==> src/rtl/cdb_arbiter.sv <==
// cdb_arbiter: round-robin arbiter sharing the common data bus among N_REQ execution units.
// Ports:
//   clk_i, rst_n_i         clock, asynchronous active-low reset
//   flush_i                synchronous pipeline flush (blocks accepts, resets priority)
//   fu_valid_i/fu_ready_o  per-requester completed-result handshake
//   fu_data_i              per-requester result word
//   cdb_valid_o/cdb_ready_i/cdb_data_o  broadcast result towards ROB and reservation stations
// Result word layout (MSB..LSB): {rob_idx[ROB_W], value[VAL_W], except_raised, except_code[EXC_W]}.
// Define LEN5_CDB_OUT_REG_EN to insert the output register (1-cycle latency); otherwise pass-through.
module cdb_arbiter #(
  parameter int N_REQ = 4,
  parameter int ROB_W = 4,
  parameter int VAL_W = 32,
  parameter int EXC_W = 5,
  localparam int DATA_W = ROB_W + VAL_W + 1 + EXC_W,
  localparam int PTR_W = $clog2(N_REQ)
) (
  input  logic                           clk_i,
  input  logic                           rst_n_i,
  input  logic                           flush_i,
  input  logic [N_REQ-1:0]               fu_valid_i,
  output logic [N_REQ-1:0]               fu_ready_o,
  input  logic [N_REQ-1:0][DATA_W-1:0]   fu_data_i,
  output logic                           cdb_valid_o,
  input  logic                           cdb_ready_i,
  output logic [DATA_W-1:0]              cdb_data_o
);
  logic [PTR_W-1:0]  prio_q, prio_d, gnt_idx, cand;
  logic              any_req, hs, accept_en;
  logic [N_REQ-1:0]  grant;
  logic [DATA_W-1:0] sel_data;
  // Scan from the highest rotated offset down so the last hit is the one closest to prio_q.
  always_comb begin
    gnt_idx = '0;
    any_req = 1'b0;
    cand = '0;
    for (int k = N_REQ - 1; k >= 0; k--) begin
      cand = PTR_W'((int'(prio_q) + k) % N_REQ);
      if (fu_valid_i[cand]) begin
        gnt_idx = cand;
        any_req = 1'b1;
      end
    end
  end
  assign grant      = any_req ? N_REQ'(1) << gnt_idx : '0;
  assign sel_data   = fu_data_i[gnt_idx];
  assign fu_ready_o = grant & {N_REQ{accept_en}};
  assign hs         = |(fu_valid_i & fu_ready_o);
  always_comb begin
    prio_d = flush_i ? '0 : !hs ? prio_q : (gnt_idx == PTR_W'(N_REQ - 1)) ? '0 : gnt_idx + 1'b1;
  end
  always_ff @(posedge clk_i or negedge rst_n_i) begin
    if (!rst_n_i) prio_q <= '0;
    else          prio_q <= prio_d;
  end
`ifdef LEN5_CDB_OUT_REG_EN
  logic              out_valid_q, out_valid_d, load_en;
  logic [DATA_W-1:0] out_data_q, out_data_d;
  // The register may take a new result when empty or when it drains this cycle.
  assign load_en   = !out_valid_q || cdb_ready_i;
  assign accept_en = load_en && !flush_i && rst_n_i;
  always_comb begin
    out_valid_d = flush_i ? 1'b0 : hs ? 1'b1 : cdb_ready_i ? 1'b0 : out_valid_q;
    out_data_d  = hs ? sel_data : out_data_q;
  end
  always_ff @(posedge clk_i or negedge rst_n_i) begin
    if (!rst_n_i) begin
      out_valid_q <= 1'b0;
      out_data_q  <= '0;
    end else begin
      out_valid_q <= out_valid_d;
      out_data_q  <= out_data_d;
    end
  end
  assign cdb_valid_o = out_valid_q;
  assign cdb_data_o  = out_data_q;
`else
  // Reset also masks the combinational path so nothing is broadcast or accepted while held.
  assign accept_en   = cdb_ready_i && !flush_i && rst_n_i;
  assign cdb_valid_o = any_req && !flush_i && rst_n_i;
  assign cdb_data_o  = (any_req && rst_n_i) ? sel_data : '0;
`endif
endmodule

==> config.mk <==
export PLATFORM = sky130hd
export DESIGN_NAME = cdb_arbiter
export DESIGN_NICKNAME = d
export VERILOG_FILES = /design/src/rtl/cdb_arbiter.sv
export SDC_FILE = /design/constraint.sdc
export NUM_CORES = 1
export LEC_CHECK = 0
export ABC_AREA = 1
export BUFFER_PORTS_ARGS = -buffer_cell sky130_fd_sc_hd__buf_2
export CORE_MARGIN = 4
export CORE_UTILIZATION = 40
export DETAILED_ROUTE_END_ITERATION = 10
export PLACE_DENSITY = 0.84
export SETUP_SLACK_MARGIN = 0.15
export SYNTH_ARGS = -nofsm -noshare
export SYNTH_HDL_FRONTEND = slang
export SYNTH_SLANG_ARGS = --single-unit
export TNS_END_PERCENT = 50
==> constraint.sdc <==
create_clock -name clk_i -period 2.4 [get_ports clk_i]
set_input_delay 0.12 -clock clk_i [delete_from_list [all_inputs] [get_ports clk_i]]
set_output_delay 0.12 -clock clk_i [all_outputs]
set_load 0.02 [all_outputs]
==> flow_summary_export.csv, run 1 <==
group,metric,value,unit
logic_synthesis,synth.area.mux_share,0,%
logic_synthesis,synth_edf_count,0,
pwr,combPwrFrac,96.9,%
routing,drcViolationCount,0,
worst_setup_path,path_max_fanout,17,
hold_path,hold_path_class,"input pin to flop",
logic_synthesis,synth-xor-area-share,0,%
routing,wire_per_inst,15.1,microns
placement,globalplace.congestion,0.858,
final_layout,layout-drive-gt1-share,40.7,%
pwr,p_total,7.03,mW
worst_setup_path,slowest_delay,0.44,ns
logic_synthesis,synth_compound_area_share,8.37,%
logic_synthesis,ys_top_cells_by_area,"nand3_1 (26%), inv_1 (20%), nand2_1 (17%)",
worst_setup_path,cp_slowest_cell,"dfrtp_2",
logic_synthesis,synth_ff_type,"dfrtp_1",
clock_network,path_clk_slew,0.03,ns
timing,finalSetupTns,-0.0112,ns
worst_setup_path,regToRegSetupSlack,0.13,ns
placement,portBuffers,222,
routing,vias_per_cell,5.32,
timing,max_freq,415,MHz
worst_setup_path,worst_path_dominant_cell_family,"simple AND/OR/NAND/NOR gates",
logic_synthesis,ys_top_cells_by_count,"inv_1 (139), nand3_1 (136), nand2_1 (115)",
final_layout,antenna_cells,0,
logic_synthesis,synth_top_cell_by_area,"nand3_1",
floorplan,top_level_ports,223,
logic_synthesis,synthSimpleGateAreaFrac,59.6,%
final_layout,reg.largest.list,"prio_q (2)",
final_layout,largest_register_ffs,2,
routing,drtIter0Drc,316,
logic_synthesis,synth_top_area_share,26.2,%
worst_setup_path,cpMostUsedCell,"nand2_1",
floorplan,initial_core_util,41.2,%
worst_setup_path,crit_buf_inv,3,
final_layout,fin_util,70.3,%
routing,drt_wl_total,12.6,mm
grt,grt_overflow,0,
status,outcome,"complete, but fails checks",
logic_synthesis,yosys_warnings,0,
grt,first_global_vias,3896,
logic_synthesis,syn-cell-area,0.00260,sq mm
clock_network,numCtsBuffers,3,
routing,antenna_left,0,
floorplan,core,0.00631,sq mm
worst_setup_path,crit_path_end_kind,"output pin",
pwr,cellPowerDensity,1580,mW/mm^2
grt,grt_max_degree,43,
pwr,p_leak,2.79,nW
grt,grt_pass1_wl,16.1,mm
worst_setup_path,crit_path_cell_trace,"clkinv_4 > nand2_1 > nand2_1 > nand2_2 > nand2_4 > nor2_4 > nor2_4 > nand2_8 > nand2_8 > clkbuf_16 > nand2_1 > nand3_1 > a21oi_2 > buf_4",
clock_network,htree_levels,1,
job,maxCapViolCount,0,
pwr,p_int,2.99,mW
placement,place_ws,0.0968,ns
clock_network,clk_latency,0.22,ns
timing,tightest_slew,0.313,ns
worst_setup_path,worstPathRequired,2.28,ns
timing,slew_headroom,79.1,%
worst_setup_path,arrival,2.29,ns
routing,num_vias,4454,
logic_synthesis,synth_top_family_by_area,"simple AND/OR/NAND/NOR gates",
clock_network,clockRootBuffer,"clkbuf_8",
logic_synthesis,synthCells,542,
logic_synthesis,synth_seq_cells,2,
pwr,p_switching,4.03,mW
timing,skew,0.00185,ns
worst_setup_path,path_class,"flop to output pin",
timing,rsz0062_at_grt,"true",
placement,dp.cells,814,
final_layout,area_growth,70.6,%
final_layout,top_register,"prio_q",
logic_synthesis,synth.most_common_cell,"inv_1",
clock_network,clockBufferDepth,2,
logic_synthesis,syn-mean-instance-area,4.80,sq um
placement,dpl.hpwl,7.85,mm
timing,postLayoutSetupSlackWorst,-0.00921,ns
floorplan,die_w,88.6,microns
worst_setup_path,cp-start-kind,"flop",
final_layout,layout.nets,939,
grt,antenna_found_initial,0,
logic_synthesis,synthAdderAreaFrac,0.481,%
status,violations,"negative setup slack",
pwr,clockPowerShare,2.0,%
logic_synthesis,syn_nets,719,
floorplan,die_area,0.00785,sq mm
timing,post-route-period-util,100,%
logic_synthesis,seq_area_frac_synth,1.92,%
clock_network,tritoncts,"yes",
pwr,seqPwrFrac,1.1,%
timing,setup_violations,2,
final_layout,fin_cells,837,
grt,track_usage,24.6,%
floorplan,row_count,29,
floorplan,fp.dieH,88.6,microns
timing,period_needed,2.41,ns
pwr,vdd_drop_max,1.44,mV
logic_synthesis,async_reset_ff_share,100,%
timing,slew_viol_final,0,
clock_network,clock_sinks,2,
pwr,switching_share,57.4,%
logic_synthesis,synth.distinct_cells,20,
routing,dr.pass1.iters,5,
timing,hold_viol_final,0,
## layout by cell type, fill, tap and decap left out, types with 4 or more instances in the layout
cell	instances
buf_2	179
inv_1	136
nand3_1	128
nand2_1	105
buf_4	45
nand3b_1	42
a21oi_1	28
buf_6	16
a21oi_2	14
nand2_2	13
nand3_2	8
nor2_1	6
clkbuf_16	5
inv_2	4
nor2_4	4
buf_12	4
## layout make-up
cell class / instances / area (sq um)
multi-input cells: 359 / 1970
fillers: 530 / 1880
repair buffers: 255 / 1740
inverters: 141 / 534
well taps: 77 / 96.3
flip-flops and latches: 2 / 52.6
clock buffers: 3 / 41.3
## through the flow
step           instance area (sq um)  hold slack, ns
6_report                        4440           0.189
5_1_grt                         4440           0.200
4_1_cts                         3930           0.180
3_5_place_dp                    3720         -0.0706
3_3_place_gp                    3720         -0.0711
2_1_floorplan                   2600          -0.176
## worst register-to-register path: stages, from the launching register on
cell	delay [ns]
dfrtp_2	0.45
clkinv_4	0.09
nand2_1	0.06
nand2_1	0.12
nand2_2	0.10
nand2_4	0.12
nor2_4	0.06
nor2_4	0.16
nand2_8	0.12
nand2_8	0.15
inv_1	0.09
ha_1	0.20
nand4_1	0.09
nand2_1	0.06
inv_2	0.06
nand3_1	0.09
nand2_1	0.08
nand2_1	0.05
## what timing repair did
item | in CTS | in global routing
setup endpoints to repair | 46 | 48
resized for setup | 37 | 87
setup buffers | 4 | 7
cloned | 1 | 7
pin swaps | 3 | 16
endpoints found under the hold margin | 2 | 0
hold buffers | 1 | 0
## power by group through the flow
stage	Sequential (mW)	Clock, mW	Combinational, mW
6_report	0.0778	0.141	6.81
5_1_grt	0.0811	0.142	7.26
4_1_cts	0.0767	0.145	5.35
3_5_place_dp	0.0827	0	4.93
3_3_place_gp	0.0818	0	4.84
2_1_floorplan	0.0566	0	3.73
## final timing paths
path | startpoint | endpoint | cells after the start
setup / recovery | prio_q[0]$_DFFE_PN0P_ | cdb_data_o[14] | 14
hold / removal | flush_i | prio_q[1]$_DFFE_PN0P_ | 4
setup reg to reg | prio_q[0]$_DFFE_PN0P_ | prio_q[0]$_DFFE_PN0P_ | 17
hold reg to reg | prio_q[1]$_DFFE_PN0P_ | prio_q[1]$_DFFE_PN0P_ | 2
max in group asynchronous | rst_n_i | prio_q[0]$_DFFE_PN0P_ | 2
min in group asynchronous | rst_n_i | prio_q[1]$_DFFE_PN0P_ | 2
## cells by family after synthesis
kind of cell | count (synthesis)
compound gates | 43
fa+ha+maj | 1
buf+inv | 181
flops | 2
simple gates | 315
## per-layer routing
metal	track usage [%]	vias up	wire length [microns]
met5	0	-	0
met3	2.61	49	1550
li1	-	2115	-
met4	8.52	0	333
met2	45.5	350	6420
met1	29.1	1940	4320
Power figures use the tool's default switching activity.
==> inputs of run 2 (changes only) <==
--- a/config.mk
+++ b/config.mk
@@ -11,7 +11,7 @@
 export CORE_UTILIZATION = 40
 export DETAILED_ROUTE_END_ITERATION = 10
 export PLACE_DENSITY = 0.84
-export SETUP_SLACK_MARGIN = 0.15
+export SETUP_SLACK_MARGIN = 0.02
 export SYNTH_ARGS = -nofsm -noshare
 export SYNTH_HDL_FRONTEND = slang
 export SYNTH_SLANG_ARGS = --single-unit
==> flow_summary_export.csv, run 2 (synthesized netlist as in run 1, its figures left out) <==
group,metric,value,unit
final_layout,layout-drive-gt1-share,41.4,%
timing,period_needed,2.35,ns
pwr,vdd_drop_max,1.27,mV
placement,portBuffers,222,
timing,setup_violations,0,
hold_path,worstHoldPathCells,4,
timing,hold_viol_final,0,
clock_network,path_clk_slew,0.03,ns
routing,antenna_left,0,
worst_setup_path,rr_startpoint,"prio_q[0]$_DFFE_PN0P_",
clock_network,clock_sinks,2,
clock_network,htree_levels,1,
hold_path,hold_path_class,"input pin to flop",
clock_network,clockRootBuffer,"clkbuf_8",
routing,wire_per_inst,14.9,microns
job,maxCapViolCount,0,
worst_setup_path,cp-start-kind,"flop",
floorplan,row_count,29,
pwr,p_total,7.03,mW
clock_network,clockBufferDepth,2,
worst_setup_path,reg2reg_depth,16,
timing,post-route-period-util,98.0,%
timing,skew,0.00203,ns
routing,num_vias,4418,
floorplan,top_level_ports,223,
grt,grt_pass1_wl,15.5,mm
timing,rsz0062_at_grt,"true",
placement,globalplace.congestion,0.858,
final_layout,top_register,"prio_q",
hold_path,whs_endpoint,"prio_q[1]$_DFFE_PN0P_",
floorplan,fp.dieH,88.6,microns
final_layout,final_common_cell,"buf_2",
placement,dpl.hpwl,7.85,mm
grt,first_global_vias,3767,
timing,tightest_slew,0.336,ns
floorplan,core,0.00631,sq mm
pwr,p_leak,2.78,nW
worst_setup_path,worstPathRequired,2.28,ns
worst_setup_path,path_max_fanout,21,
worst_setup_path,path_class,"flop to output pin",
routing,drcViolationCount,0,
placement,dp.cells,814,
final_layout,fillers,527,
grt,grt_max_degree,73,
placement,placed_area,0.00372,sq mm
pwr,cellPowerDensity,1580,mW/mm^2
routing,dr.pass1.iters,5,
grt,track_usage,23.5,%
status,outcome,"finished, final reports clean",
floorplan,die_area,0.00785,sq mm
timing,slew_headroom,77.6,%
final_layout,stdcell_area,0.00444,sq mm
hold_path,min_from,"flush_i",
clock_network,clk_latency,0.22,ns
final_layout,area_growth,70.7,%
final_layout,antenna_cells,0,
floorplan,initial_core_util,41.2,%
clock_network,numCtsBuffers,3,
clock_network,tritoncts,"yes",
routing,vias_per_cell,5.29,
worst_setup_path,regToRegSetupSlack,0.15,ns
routing,drtIter0Drc,300,
floorplan,die_w,88.6,microns
final_layout,largest_register_ffs,2,
grt,grt_overflow,0,
final_layout,reg.largest.list,"prio_q (2)",
routing,drt_wl_total,12.5,mm
worst_setup_path,arrival,2.23,ns
final_layout,layout.nets,937,
worst_setup_path,crit_path_end_kind,"output pin",
final_layout,fin_cells,835,
worst_setup_path,rr_endpoint,"prio_q[0]$_DFFE_PN0P_",
timing,max_freq,425,MHz
timing,slew_viol_final,0,
final_layout,mostFrequentLayoutCells,"buf_2 (185), inv_1 (137), nand3_1 (125), nand2_1 (103), nand3b_1 (42)",
grt,antenna_found_initial,0,
run 2: cell types whose count changed in the layout (fill, tap and decap cells not counted), sizes merged:
cell,before,now
buf,249,244
clkbuf,8,10
nand2,123,124
run 2: worst max path at each step:
stage          cells after the start               endpoint                  start  slack, ns
2_1_floorplan                     19  prio_q[0]$_DFFE_PN0P_  prio_q[0]$_DFFE_PN0P_       0.30
4_1_cts                           13         cdb_data_o[19]  prio_q[0]$_DFFE_PN0P_       0.03
5_1_grt                           14         cdb_data_o[37]  prio_q[0]$_DFFE_PN0P_      -0.05
6_report                          14         cdb_data_o[13]  prio_q[0]$_DFFE_PN0P_       0.05
3_3_place_gp                      10         cdb_data_o[19]  prio_q[0]$_DFFE_PN0P_       0.14
3_5_place_dp                      12         cdb_data_o[19]  prio_q[0]$_DFFE_PN0P_        0.1
run 2: critical path: stages, from the launching register on:
cell and delay [ns]:
dfrtp_2 0.45, buf_6 0.15, nand2_2 0.06, nand2_2 0.06, nand2_2 0.10, nand2_4 0.10, nor2_4 0.13, nor2_4 0.05
nand2_8 0.13, nand2_8 0.10, buf_12 0.17, nand2_1 0.06, nand3_1 0.07, a21oi_1 0.18, buf_4 0.17
run 2: layer usage:
layer / share of wire [%] / track usage [%] / vias up
li1: - / - / 2115
met1: 35 / 28.1 / 1948
met2: 50 / 43.5 / 311
met3: 12 / 2.51 / 44
met4: 2.6 / 7.42 / 0
met5: 0 / 0 / -
run 2: area by class of cell:
type | count | area [sq um] | area share (%)
multi-input combinational | 360 | 2020 | 45.6
clock buffer | 3 | 41.3 | 0.930
inverter | 141 | 537 | 12.1
sequential | 2 | 52.6 | 1.18
timing repair buffer | 252 | 1690 | 38.1
tap | 77 | 96.3 | 2.17
run 2: through the flow:
stage	TNS [ns]	hold slack [ns]	util, %	worst slack (ns)
CTS	0	0.180	59.8	0.0292
detailed placement	0	-0.0706	58.9	0.0968
finish	0	0.177	70.3	0.0485
global route	-0.462	0.194	70.3	-0.0485
global placement	0	-0.0711	58.9	0.137
floorplan	0	-0.176	-	0.300
run 2: timing repair:
item                                    CTS  global route
resized for setup                         3           114
cloned                                    0            13
endpoints found under the hold margin     2             0
pin swaps                                 0            18
hold buffers                              1             0
setup buffers                             0             4
endpoints found under the setup margin   41            46
run 2: where the power goes:
group          internal, mW  switching, mW  total, mW
Sequential           0.0499         0.0326     0.0825
Combinational          2.79           4.01       6.80
Clock                 0.107         0.0379      0.145
Total                  2.95           4.08       7.03
